File: config.mk
export PLATFORM = sky130hd
export DESIGN_NAME = wave_dac_driver
export DESIGN_NICKNAME = d
export VERILOG_FILES = /design/src/rtl/wave_pkg.sv /design/src/rtl/dac_spi_shifter.sv /design/src/rtl/wave_dac_driver.sv
export SDC_FILE = /design/constraint.sdc
export NUM_CORES = 1
export LEC_CHECK = 0
export CAP_MARGIN = 20
export CORE_MARGIN = 2
export CORE_UTILIZATION = 46
export DETAILED_ROUTE_END_ITERATION = 8
export PLACE_DENSITY = 0.77
export REMOVE_ABC_BUFFERS = 1
export SLEW_MARGIN = 5
export SYNTH_ARGS = -nofsm -noshare
export SYNTH_HDL_FRONTEND = slang
export SYNTH_SLANG_ARGS = --single-unit
File: constraint.sdc
create_clock -name sys_clk -period 2.1 [get_ports sys_clk]
set_input_delay 0.63 -clock sys_clk [delete_from_list [all_inputs] [get_ports sys_clk]]
set_output_delay 0.63 -clock sys_clk [all_outputs]
set_load 0.01 [all_outputs]
File: src/rtl/wave_pkg.sv
// Shared types for the DDS output stage: waveform select codes, frame width,
// serial FSM states and the mid-scale attenuation helper.
package wave_pkg;

    localparam int FRAME_W = 16;

    typedef enum logic [1:0] {
        WAVE_SIN = 2'b00,
        WAVE_SAW = 2'b01,
        WAVE_SQU = 2'b10,
        WAVE_TRI = 2'b11
    } wave_sel_e;

    typedef enum logic [2:0] {
        IDLE  = 3'd0,
        LOAD  = 3'd1,
        SHIFT = 3'd2,
        TAIL  = 3'd3,
        HOLD  = 3'd4
    } spi_state_e;

    // Offset-binary sample scaled by 2^-amp about mid-scale (8'h80).
    function automatic logic [7:0] attenuate(input logic [7:0] s, input logic [1:0] amp);
        logic signed [7:0] c_s;
        c_s = signed'({~s[7], s[6:0]});
        c_s = c_s >>> amp;
        return c_s ^ 8'h80;
    endfunction

endpackage

File: src/rtl/dac_spi_shifter.sv
// Mode-0 serial frame engine: takes a start request with an 8-bit sample and
// shifts {DAC_CTRL, sample, 4'b0000} out MSB first, then holds cs_n high.
module dac_spi_shifter
    import wave_pkg::*;
#(
    parameter int         CLK_DIV  = 4,
    parameter logic [3:0] DAC_CTRL = 4'b0011
) (
    input  logic       clk,
    input  logic       rst,
    input  logic       start,
    input  logic [7:0] data,
    output logic       busy,
    output logic       ready,
    output logic       cs_n,
    output logic       sclk,
    output logic       din
);

    localparam int CNT_W = $clog2(2 * CLK_DIV);
    localparam logic [CNT_W-1:0] DIV_LAST  = CNT_W'(CLK_DIV - 1);
    localparam logic [CNT_W-1:0] HOLD_LAST = CNT_W'(2 * CLK_DIV - 1);

    spi_state_e         state_r;
    logic [CNT_W-1:0]   cnt_r;
    logic [3:0]         bit_r;
    logic [FRAME_W-1:0] shreg_r;
    logic [FRAME_W-1:0] frame_s;

    assign frame_s = {DAC_CTRL, data, 4'b0000};
    // A new frame may begin from IDLE or straight out of the last HOLD cycle.
    assign ready   = (state_r == IDLE) || ((state_r == HOLD) && (cnt_r == HOLD_LAST));

    // Frame sequencer with SCLK divider, bit counter and shift register.
    always_ff @(posedge clk or posedge rst) begin
        if (rst) begin
            state_r <= IDLE;
            cnt_r   <= '0;
            bit_r   <= 4'd0;
            shreg_r <= '0;
            busy    <= 1'b0;
            cs_n    <= 1'b1;
            sclk    <= 1'b0;
            din     <= 1'b0;
        end else begin
            case (state_r)
                IDLE: begin
                    if (start) begin
                        state_r <= LOAD;
                        shreg_r <= frame_s;
                        din     <= frame_s[FRAME_W-1];
                        cs_n    <= 1'b0;
                        busy    <= 1'b1;
                    end
                end
                LOAD: begin
                    state_r <= SHIFT;
                    cnt_r   <= '0;
                    bit_r   <= 4'd0;
                end
                SHIFT: begin
                    if (cnt_r == DIV_LAST) begin
                        cnt_r <= '0;
                        if (!sclk) begin
                            sclk <= 1'b1;
                        end else begin
                            // Falling edge: present the next bit (zero after the last one).
                            sclk    <= 1'b0;
                            shreg_r <= {shreg_r[FRAME_W-2:0], 1'b0};
                            din     <= shreg_r[FRAME_W-2];
                            bit_r   <= bit_r + 4'd1;
                            if (bit_r == 4'd15) begin
                                state_r <= TAIL;
                            end
                        end
                    end else begin
                        cnt_r <= cnt_r + CNT_W'(1);
                    end
                end
                TAIL: begin
                    if (cnt_r == DIV_LAST) begin
                        cnt_r   <= '0;
                        cs_n    <= 1'b1;
                        state_r <= HOLD;
                    end else begin
                        cnt_r <= cnt_r + CNT_W'(1);
                    end
                end
                HOLD: begin
                    if (cnt_r == HOLD_LAST) begin
                        cnt_r <= '0;
                        if (start) begin
                            state_r <= LOAD;
                            shreg_r <= frame_s;
                            din     <= frame_s[FRAME_W-1];
                            cs_n    <= 1'b0;
                        end else begin
                            state_r <= IDLE;
                            busy    <= 1'b0;
                        end
                    end else begin
                        cnt_r <= cnt_r + CNT_W'(1);
                    end
                end
                default: begin
                    state_r <= IDLE;
                    cnt_r   <= '0;
                    busy    <= 1'b0;
                    cs_n    <= 1'b1;
                    sclk    <= 1'b0;
                    din     <= 1'b0;
                end
            endcase
        end
    end

endmodule

File: src/rtl/wave_dac_driver.sv
// DDS output stage: synchronises the sample clock, selects and attenuates a
// waveform sample, and queues it (one deep) for the serial DAC shifter.
module wave_dac_driver
    import wave_pkg::*;
#(
    parameter int         CLK_DIV  = 4,
    parameter logic [3:0] DAC_CTRL = 4'b0011
) (
    input  logic       sys_clk,
    input  logic       rst,
    input  logic       sample_clk,
    input  logic [7:0] data_sin,
    input  logic [7:0] data_saw,
    input  logic [7:0] data_squ,
    input  logic [7:0] data_tri,
    input  logic [1:0] wave_sel,
    input  logic [1:0] amp_sel,
    input  logic       overrun_clr,
    output logic       dac_cs_n,
    output logic       dac_sclk,
    output logic       dac_din,
    output logic [7:0] sample_out,
    output logic       busy,
    output logic       overrun
);

    logic [1:0] sync_r;
    logic       prev_r;
    logic       tick_s;
    logic [7:0] sel_s;
    logic [7:0] proc_s;
    logic       req_valid_r;
    logic [7:0] req_data_r;
    logic       ready_s;
    logic       consume_s;
    logic       overwrite_s;

    // Sample clock synchroniser and edge history; reset high so a sample_clk
    // already high at reset release does not fake an edge.
    always_ff @(posedge sys_clk or posedge rst) begin
        if (rst) begin
            sync_r <= 2'b11;
            prev_r <= 1'b1;
        end else begin
            sync_r <= {sync_r[0], sample_clk};
            prev_r <= sync_r[1];
        end
    end

    assign tick_s = sync_r[1] & ~prev_r;

    // Waveform select.
    always_comb begin
        sel_s = data_sin;
        case (wave_sel_e'(wave_sel))
            WAVE_SIN: sel_s = data_sin;
            WAVE_SAW: sel_s = data_saw;
            WAVE_SQU: sel_s = data_squ;
            WAVE_TRI: sel_s = data_tri;
            default:  sel_s = data_sin;
        endcase
    end

    assign proc_s      = attenuate(sel_s, amp_sel);
    // The request slot acts as a direct start when the shifter is ready and as
    // the pending buffer while a frame is in flight.
    assign consume_s   = req_valid_r & ready_s;
    assign overwrite_s = tick_s & req_valid_r & ~consume_s;

    // Processed sample, request slot and sticky overrun (set beats clear).
    always_ff @(posedge sys_clk or posedge rst) begin
        if (rst) begin
            sample_out  <= 8'h80;
            req_valid_r <= 1'b0;
            req_data_r  <= 8'h00;
            overrun     <= 1'b0;
        end else begin
            if (tick_s) begin
                sample_out  <= proc_s;
                req_data_r  <= proc_s;
                req_valid_r <= 1'b1;
            end else if (consume_s) begin
                req_valid_r <= 1'b0;
            end
            if (overwrite_s) begin
                overrun <= 1'b1;
            end else if (overrun_clr) begin
                overrun <= 1'b0;
            end
        end
    end

    dac_spi_shifter #(
        .CLK_DIV  (CLK_DIV),
        .DAC_CTRL (DAC_CTRL)
    ) u_shifter (
        .clk   (sys_clk),
        .rst   (rst),
        .start (req_valid_r),
        .data  (req_data_r),
        .busy  (busy),
        .ready (ready_s),
        .cs_n  (dac_cs_n),
        .sclk  (dac_sclk),
        .din   (dac_din)
    );

endmodule

Word-level counts from Yosys, hierarchy flattened
Cells that the tools add are included.
{"block": "word_totals", "reg_bits": 51, "out_inout_bits": 13, "wordCells": 106}
{"block": "op_classes", "reduce_logical": 20, "n_shift": 1, "n_eq_ne": 17, "addsub": 2, "muxes": 40, "bitwise": 12}
{"operator": "16-bit two-way mux", "n": 4}
{"operator": "16-bit case mux with 3 select lines", "n": 1}
{"operator": "8-bit case mux with 4 select lines", "n": 1}
{"operator": "3-bit two-way mux", "n": 8}
{"operator": "1-bit two-way mux", "n": 17}
{"operator": "3-bit case mux with 5 select lines", "n": 1}
{"operator": "4-bit AND reduction", "n": 3}
{"operator": "3-bit by 2-bit equality test with 1-bit output, second input constant", "n": 3}
{"operator": "3-bit case mux with 3 select lines", "n": 1}
{"operator": "4-bit two-way mux", "n": 2}
{"operator": "2-bit by 1-bit != test with 1-bit output, second input constant", "n": 4}
{"operator": "1-bit NOT", "n": 8}
{"operator": "1-bit case mux with 4 select lines", "n": 2}
{"operator": "4-bit case mux with 2 select lines", "n": 1}
{"operator": "8-bit by 2-bit >>> shifter with 8-bit output", "n": 1}
{"operator": "3-bit equality test, second input constant", "n": 2}
{"operator": "2-bit != test, second input constant", "n": 3}
{"operator": "3-bit AND reduction", "n": 2}
{"operator": "6-bit AND reduction", "n": 1}
{"operator": "2-bit nonzero test", "n": 3}
{"operator": "2-bit OR reduction", "n": 3}
{"operator": "4-bit by 1-bit adder with 4-bit output, second input constant", "n": 1}
{"operator": "1-bit AND", "n": 4}
{"operator": "2-bit equality test, second input constant", "n": 2}
{"operator": "other kinds (14)", "n": 14}

Logic depth before layout (Yosys ltp)
{"block": "depth", "ltp_word": 7, "ltp_mapped": 8, "mapped_depth_nobuf": 6}

Hierarchy
Synthesis repeated with hierarchy kept, for this count alone.
{"block": "unflattened", "cells_unflattened": 221, "area_unflattened_um2": 2314.7}
{"mod": "dac_spi_shifter", "n_inst": 1, "area_per_inst_um2": 1290.0, "seq_area_each_um2": 626.9, "cells_per_inst": 134}
{"mod": "wave_dac_driver", "n_inst": 1, "area_per_inst_um2": 1024.7, "seq_area_each_um2": 355.3, "cells_per_inst": 87}

Worst setup path before layout
Ideal clock, no wire load.
{"block": "synth_path", "path_type": "register to register", "from": "register u_shifter.cnt_r[0]", "to": "register u_shifter.shreg_r[10]", "setup_ns": 0.125, "setup_slack_ns": 0.085, "arrival_ns": 1.890, "required_time_ns": 1.975, "path_stages_with_launch": 9, "path_buffers": 2, "period_less_slack_ns": 2.015, "cell_sequence": "dfrtp_1 > ha_1 > ha_1 > clkbuf_1 > a21boi_0 > mux2i_1 > o22a_1 > buf_2 > mux2_2"}
{"block": "synth_between", "elab_chain_len": 3, "word_cells_on_any_way": 5, "cone_classes": "eq/ne: 4; reduce/logical: 1"}
{"item": "start: declaration", "line_no": "dac_spi_shifter.sv:25", "source": "logic [CNT_W-1:0] cnt_r;"}
{"item": "start signal: assignment", "line_no": "dac_spi_shifter.sv:77", "source": "cnt_r <= cnt_r + CNT_W'(1);"}
{"item": "start signal: assignment", "line_no": "dac_spi_shifter.sv:86", "source": "cnt_r <= cnt_r + CNT_W'(1);"}
{"item": "start signal: assignment", "line_no": "dac_spi_shifter.sv:102", "source": "cnt_r <= cnt_r + CNT_W'(1);"}
{"item": "3-bit by 2-bit equality test with 1-bit output / 3-bit equality test (equally long branches)", "line_no": "dac_spi_shifter.sv:62, dac_spi_shifter.sv:90"}
{"item": "2-bit by 1-bit != test with 1-bit output (no line) / 2-bit != test (equally long branches)"}
{"item": "4-bit AND reduction (no line) (*)"}
{"item": "end signal: assignment", "line_no": "dac_spi_shifter.sv:50", "source": "shreg_r <= frame_s;"}
{"item": "end signal: assignment", "line_no": "dac_spi_shifter.sv:69", "source": "shreg_r <= {shreg_r[FRAME_W-2:0], 1'b0};"}
{"item": "end signal: assignment", "line_no": "dac_spi_shifter.sv:94", "source": "shreg_r <= frame_s;"}
{"item": "end: declaration", "line_no": "dac_spi_shifter.sv:27", "source": "logic [FRAME_W-1:0] shreg_r;"}
Mark *: on every way between the ends. The rest lies on a longest branch, timed or not.
A chain may end at the register's enable or synchronous reset.

Worst setup path in the final report
{"block": "layout_path", "from": "input port wave_sel[0]", "to": "register sample_out[1]"}
{"block": "layout_between", "elab_chain_len": 4, "word_cells_on_any_way": 7, "cone_classes": "eq/ne: 3; shift: 1; mux: 1; bitwise: 1; reduce/logical: 1"}
{"item": "start: declaration", "line_no": "wave_dac_driver.sv:16", "source": "input logic [1:0] wave_sel,"}
{"item": "2-bit equality test, or another cell as far along", "line_no": "wave_dac_driver.sv:55", "source": "case (wave_sel_e'(wave_sel))"}
{"item": "8-bit case mux with 4 select lines (*)", "line_no": "wave_dac_driver.sv:55"}
{"item": "1-bit NOT", "line_no": "wave_pkg.sv:25", "source": "c_s = signed'({~s[7], s[6:0]});"}
{"item": "8-bit by 2-bit >>> shifter with 8-bit output (*)", "line_no": "wave_pkg.sv:26", "source": "c_s = c_s >>> amp;"}
{"item": "end signal: assignment", "line_no": "wave_dac_driver.sv:79", "source": "sample_out <= proc_s;"}
{"item": "end: declaration", "line_no": "wave_dac_driver.sv:22", "source": "output logic [7:0] sample_out,"}
Marked as above.

==> impl_metrics.env <==
export IMPL_p_per_area_mw_per_mm2=1060
export IMPL_place_area_mm2=0.00299
export IMPL_fp_dieW_um=75.8
export IMPL_status="finished clean"
export IMPL_nets=329
export IMPL_combPwrFrac=0.436
export IMPL_drt_met1_wl_um=1910
export IMPL_drt_vias_per_instance=5.33
export IMPL_clk_path_buf_depth=2
export IMPL_drive_above_1_share=0.214
export IMPL_dr_pass1_iters=4
export IMPL_drv_slew=0
export IMPL_cp_slowest_cell="mux4_1"
export IMPL_syn_instance_count=226
export IMPL_grt_remaining_overflow=0
export IMPL_grt_pass1_vias=1814
export IMPL_area_growth_pct=31.2
export IMPL_crit_arrival_ns=2.16
export IMPL_grt_antenna_before_repair=0
export IMPL_setup_viol=0
export IMPL_final_hold_viol_count=0
export IMPL_n_antenna_cell=0
export IMPL_grt_usage=0.180
export IMPL_routabilityCongestion=0.857
export IMPL_root_buffer="clkbuf_8"
export IMPL_routed_top_layer="met3"
export IMPL_synth_top_cells_by_area="dfrtp_1, mux2_2, dfstp_2"
export IMPL_max_freq_mhz=503
export IMPL_peakVddDrop_mv=0.383
export IMPL_power_frac_clock=0.194
export IMPL_fin_crit_sh=0.946
export IMPL_rsz0062_at_grt="no"
export IMPL_dieArea_mm2=0.00574
export IMPL_grt_max_degree=16
export IMPL_max_slew_margin=0.698
export IMPL_tritoncts="yes"
export IMPL_ys_types=56
export IMPL_p_switching_uw=1070
export IMPL_yosysMostFrequentCell="dfrtp_1"
export IMPL_drt_iter0_markers=80
export IMPL_numPortBuffers=52
export IMPL_min_period_ns=1.99
export IMPL_ys_seq_area_frac=0.414
export IMPL_cp_end_kind="flip-flop"
export IMPL_coreArea_mm2=0.00504
export IMPL_ys_ff_latch=39
export IMPL_die_h_um=75.8
export IMPL_cts_htree_levels=2
export IMPL_cts_hold_buffers=0
export IMPL_pin_count=53
export IMPL_crit_fanout=4
export IMPL_clkTransAtPathRegs_ns=0.07
export IMPL_worst_setup_path_type="in2reg"
export IMPL_pwr_share_seq=0.370
export IMPL_dr_wl_met2_um=2500
export IMPL_drtAntennaViolNets=0
export IMPL_yosys_area_top_type="dfrtp_1"
export IMPL_yosysTopAreaCellShare=0.359
export IMPL_netlist_area_mm2=0.00237
export IMPL_hpwlAfterDp_um=3740
export IMPL_clock_latency_ns=0.28
export IMPL_skew_ns=0.00268
export IMPL_yosysWarningCount=0
export IMPL_crit_path_start_kind="primary input"
export IMPL_maxCapViolations=0
export IMPL_final_cell_area_mm2=0.00311
export IMPL_drc=0
export IMPL_power_leakage_uw=0.00134
export IMPL_crit_path_cell_trace="clkdlybuf4s50_1, mux4_1, nor2b_1, a31oi_1, o21bai_1"
export IMPL_worst_pin_slew_ns=0.452
export IMPL_hp_class="reg2reg"
export IMPL_async_flop_share=1.00
export IMPL_synth_edf_count=0
export IMPL_cts_sinks=39
export IMPL_ys_flop_type="dfrtp_1"
export IMPL_wl_per_cell_um=13.2
export IMPL_routed_wl_met3_um=293
export IMPL_numCtsBuffers=5
export IMPL_rows=26
export IMPL_cp_required_ns=2.27
export IMPL_syn_avg_cell_area_um2=10.5
export IMPL_fin_util=0.616
export IMPL_synthTopCellsByCount="dfrtp_1, nand2_1, mux2_2"
export IMPL_switching_share=0.326
export IMPL_initial_core_util=0.470
export IMPL_cpPeakStageDelay_ns=0.59
export IMPL_grt_pass1_wl_um=7910
export IMPL_totalWireLength_um=4700
export IMPL_via_count=1891
export IMPL_p_int_uw=2220
==> registers in the layout, summed over array words and instances, names as in the netlist <==
signal	count
u_shifter.shreg_r	11
req_valid_r	1
u_shifter.busy	1
u_shifter.cs_n	1
overrun	1
u_shifter.din	1
sample_out	8
u_shifter.sclk	1
u_shifter.cnt_r	3
u_shifter.bit_r	4
req_data_r	1
prev_r	1
sync_r	2
u_shifter.state_r	3
==> area by class of cell <==
class	instances	area, um^2
clock buffers	6	82.6
fillers	435	1930
inverters	11	41.3
clock inverters	2	35.0
well taps	70	87.6
multi-input cells	155	1200
repair buffers	72	682
flip-flops and latches	39	982
==> kinds of logic after synthesis <==
family | count (synthesis) | share of synthesized area
adder cells (fa/ha/maj) | 5 | 0.0264
AO/OA/AOI/OAI | 52 | 0.147
flip-flops | 39 | 0.414
buffers and inverters | 32 | 0.0824
multiplexers | 36 | 0.193
AND/OR/NAND/NOR | 62 | 0.137
==> power groups by stage <==
stage	Combinational (uW)	Clock [uW]	Sequential (uW)
after floorplan	875	0	1240
after global placement	1400	0	1220
after detailed placement	1440	0	1230
after CTS	1440	658	1220
after global routing	1590	685	1250
final	1440	637	1220
==> worst paths after layout <==
kind / startpoint / endpoint / slack, ns / cells past startpoint
min in group asynchronous: rst / sample_out[3] / 0.65 / 2
min reg2reg: sync_r[0] / sync_r[1] / 0.36 / 0
max reg2reg: u_shifter.cnt_r[0] / u_shifter.shreg_r[10] / 0.15 / 6
min: sync_r[0] / sync_r[1] / 0.36 / 0
max: wave_sel[0] / sample_out[1] / 0.11 / 5
max in group asynchronous: rst / u_shifter.shreg_r[5] / 0.89 / 3
==> placed cells by master (no fill, tap or decap), types with 2 or more instances in the layout <==
cell type / netlist / final
nor2b_1: 4 / 4
nor2_1: 8 / 8
clkbuf_8: 2 / 6
and2_1: 2 / 2
inv_1: 11 / 11
o221ai_1: 2 / 2
buf_4: 7 / 19
mux2i_2: 1 / 2
o22ai_1: 5 / 5
a31oi_1: 4 / 4
nand3_1: 3 / 3
dfstp_2: 5 / 5
mux2i_1: 11 / 10
mux4_2: 3 / 3
o21bai_1: 3 / 3
nor3_1: 4 / 4
mux2_2: 19 / 19
o211ai_1: 2 / 2
a22o_1: 3 / 3
ha_1: 5 / 5
clkdlybuf4s50_1: 0 / 51
o21ai_0: 15 / 15
dfrtp_1: 34 / 34
nand2_1: 21 / 21
or4_1: 2 / 2
mux4_1: 2 / 2
nand2b_1: 7 / 7
a21oi_1: 5 / 5
==> per-stage QoR <==
stage                     total power, uW  setup slack [ns]  instances  TNS (ns)  hold WS, ns
after floorplan                      2110            -0.152        205     -1.07        0.345
after global placement               2610            -0.356        347     -2.14        0.347
after detailed placement             2670            -0.389        347     -2.56        0.349
after CTS                            3320            0.0888        355         0        0.360
after global routing                 3530            0.0326        355         0        0.362
final                                3290             0.113        355         0        0.360
==> critical path: cells and delay by family <==
kind / cells / cell delay, ns
compound gates: 2 / 0.23
buf+inv: 1 / 0.56
mux: 1 / 0.59
simple gates: 1 / 0.15
==> layer usage <==
layer	global-route usage	up-vias
met1	0.202	895
li1	-	935
met3	0.0489	0
met5	0	-
met4	0.0585	0
met2	0.328	61
==> repair_timing <==
item / in CTS / in global routing
buffers inserted: 0 / 0
resized for setup: 2 / 1
endpoints found under the setup margin: 13 / 1
Power figures use the tool's default switching activity.
==> edit: new RTL, same settings <==
Re-encode `spi_state_e` (5 states) as one-hot, 5 bits wide.
--- a/src/rtl/wave_pkg.sv
+++ b/src/rtl/wave_pkg.sv
@@ -11,12 +11,12 @@
         WAVE_TRI = 2'b11
     } wave_sel_e;
 
-    typedef enum logic [2:0] {
-        IDLE  = 3'd0,
-        LOAD  = 3'd1,
-        SHIFT = 3'd2,
-        TAIL  = 3'd3,
-        HOLD  = 3'd4
+    typedef enum logic [4:0] {
+        IDLE  = 5'b00001,
+        LOAD  = 5'b00010,
+        SHIFT = 5'b00100,
+        TAIL  = 5'b01000,
+        HOLD  = 5'b10000
     } spi_state_e;
 
     // Offset-binary sample scaled by 2^-amp about mid-scale (8'h80).
Function: same outputs for any inputs over 10 cycles, from zero or initial values and one cycle with rst high; not proved beyond that.
==> edit against the unedited design <==
  * Area after synthesis up 1.6%
  * Non-clock buffer count is 3 lower
  * Power shrank 18%
  * Routed wire length up 7.6%
  * Sequential cell count up 2
  * Worst setup slack lost 0.040 ns
  * Design area grew 1.0%
  * Critical path type unchanged
  * Largest power group is now registers
==> edit: results (changes against the unedited design) <==
[metrics] TritonCTS Buffers: 5 (unchanged)
[metrics] share of layout cells above drive strength 1: 16.13% (was 21.40%)
[metrics] minimum setup slack among reg-to-reg paths: 0.10 ns (was 0.15 ns)
[metrics] largest fanout of any net on the critical path: 15 (was 4)
[metrics] Hold Slack: 0.3581 ns (was 0.3595 ns)
[metrics] sequential element share of the synthesized area: 42.93% (was 41.45%)
[metrics] IR Drop Worst-Case VDD: 0.4296 mV (was 0.3827 mV)
[metrics] share of the clock period used by the worst path: 96.52% (was 94.60%)
[metrics] post-CTS resize count: 1 (was 2)
[metrics] Leak: 1.352 nW (was 1.339 nW)
[metrics] aggregate routed wire length: 5055 µm (was 4696 µm)
[metrics] cell with the largest stage delay on the worst path: clkdlybuf4s50_1 (was mux4_1)
[metrics] DR WL met2: 2431 µm (was 2496 µm)
[metrics] highest signal layer in the routed design: met4 (was met3)
[metrics] largest net degree at the start of global routing: 42 (was 16)
[metrics] result of the run: finished clean (unchanged)
[metrics] met1 layer usage reported by global route: 23.01% (was 20.20%)
[metrics] DRC marker count from the first detailed-route iteration: 133 (was 80)
[metrics] leading cell types by total area after synthesis: dfrtp_1 (36%), dfstp_2 (6.5%), mux2i_1 (6.2%) (was dfrtp_1 (36%), mux2_2 (9.0%), dfstp_2 (5.5%))
[metrics] sum of routed wire segments on met1: 2212 µm (was 1906 µm)
[metrics] DR vias/cell: 5.187 (was 5.327)
[metrics] Critical Path AT: 2.26 ns (was 2.16 ns)
[metrics] launch point of the worst path: wave_sel[1] (was wave_sel[0])
[metrics] wire length of the first global-routing pass: 8921 µm (was 7914 µm)
[metrics] worst clock skew: 0.007361 ns (was 0.002677 ns)
[metrics] distinct cell type count of the synthesized netlist: 48 (was 56)
[metrics] met2 track demand over resource: 32.83% (was 32.76%)
[metrics] number of global-route vias before repair: 2,021 (was 1,814)
[metrics] top cells by instance count after synthesis: nand2_1 (40), dfrtp_1 (35), nor2_1 (22) (was dfrtp_1 (34), nand2_1 (21), mux2_2 (19))
[metrics] Avg Cell Area, Syn: 9.553 µm² (was 10.49 µm²)
[metrics] clock insertion delay at the later pin of the skew report: 0.30 ns (was 0.28 ns)
[metrics] Regs by FF count: u_shifter.shreg_r: 11 flops, sample_out: 8 flops, u_shifter.state_r: 5 flops (was u_shifter.shreg_r: 11 flops, sample_out: 8 flops, u_shifter.bit_r: 4 flops)
[metrics] GRT Overall Usage: 18.76% (was 17.99%)
[metrics] met3 track demand over resource in global routing: 2.844% (was 4.894%)
[metrics] Final HPWL DP: 3987 µm (was 3740 µm)
edit: final cells by class:
class	count	area, µm²	share of cell area, %
Tap cell	70	87.58	2.790
Clock buffer	5	68.82	2.192
Clock inverter	3	17.52	0.5580
Inverter	10	37.54	1.196
Sequential cell	41	1033	32.92
Multi-Input combinational cell	182	1222	38.94
Timing Repair Buffer	69	671.9	21.40
edit: power breakdown:
group	internal, W	leakage, nW	switching, W
logic	0.000528	0.812	0.000531
registers	0.000989	0.496	0.000133
clock network	0.000229	0.0439	0.000283
total	0.00175	1.35	0.000947
edit: metrics by stage:
stage / utilization [%] / cell area (µm²) / TNS (ns) / total power, W
3_5_place_dp: 59.96 / 3043 / -1.719 / 0.002196
4_1_cts: 61.64 / 3128 / 0 / 0.002707
2_1_floorplan: - / 2282 / 0 / 0.001789
5_1_grt: 61.86 / 3139 / -0.004781 / 0.002893
6_report: 61.86 / 3139 / 0 / 0.002694
3_3_place_gp: 59.96 / 3043 / -1.514 / 0.002163
edit: worst max-delay path by stage:
stage	end
after global placement	sample_out[1]
after CTS	u_shifter.shreg_r[10]
after floorplan	u_shifter.busy
final	sample_out[5]
after global routing	sample_out[2]
after detailed placement	sample_out[0]
edit: logic make-up (layout without fill, tap and decap cells):
logic type | count (synthesis) | in the layout | share of synthesized area (%)
flip-flops | 41 | 41 | 42.93
adder cells (fa/ha/maj) | 5 | 5 | 2.599
AO/OA/AOI/OAI | 52 | 52 | 14.81
AND/OR/NAND/NOR | 99 | 99 | 19.39
multiplexers | 24 | 24 | 12.79
XOR/XNOR | 2 | 2 | 0.7278
buffers and inverters | 29 | 87 | 6.757
edit: worst max-delay path, delay by kind of cell:
kind            cells  cell delay [ns]
compound gates      2             0.35
buf+inv             2             0.66
mux                 2             0.61
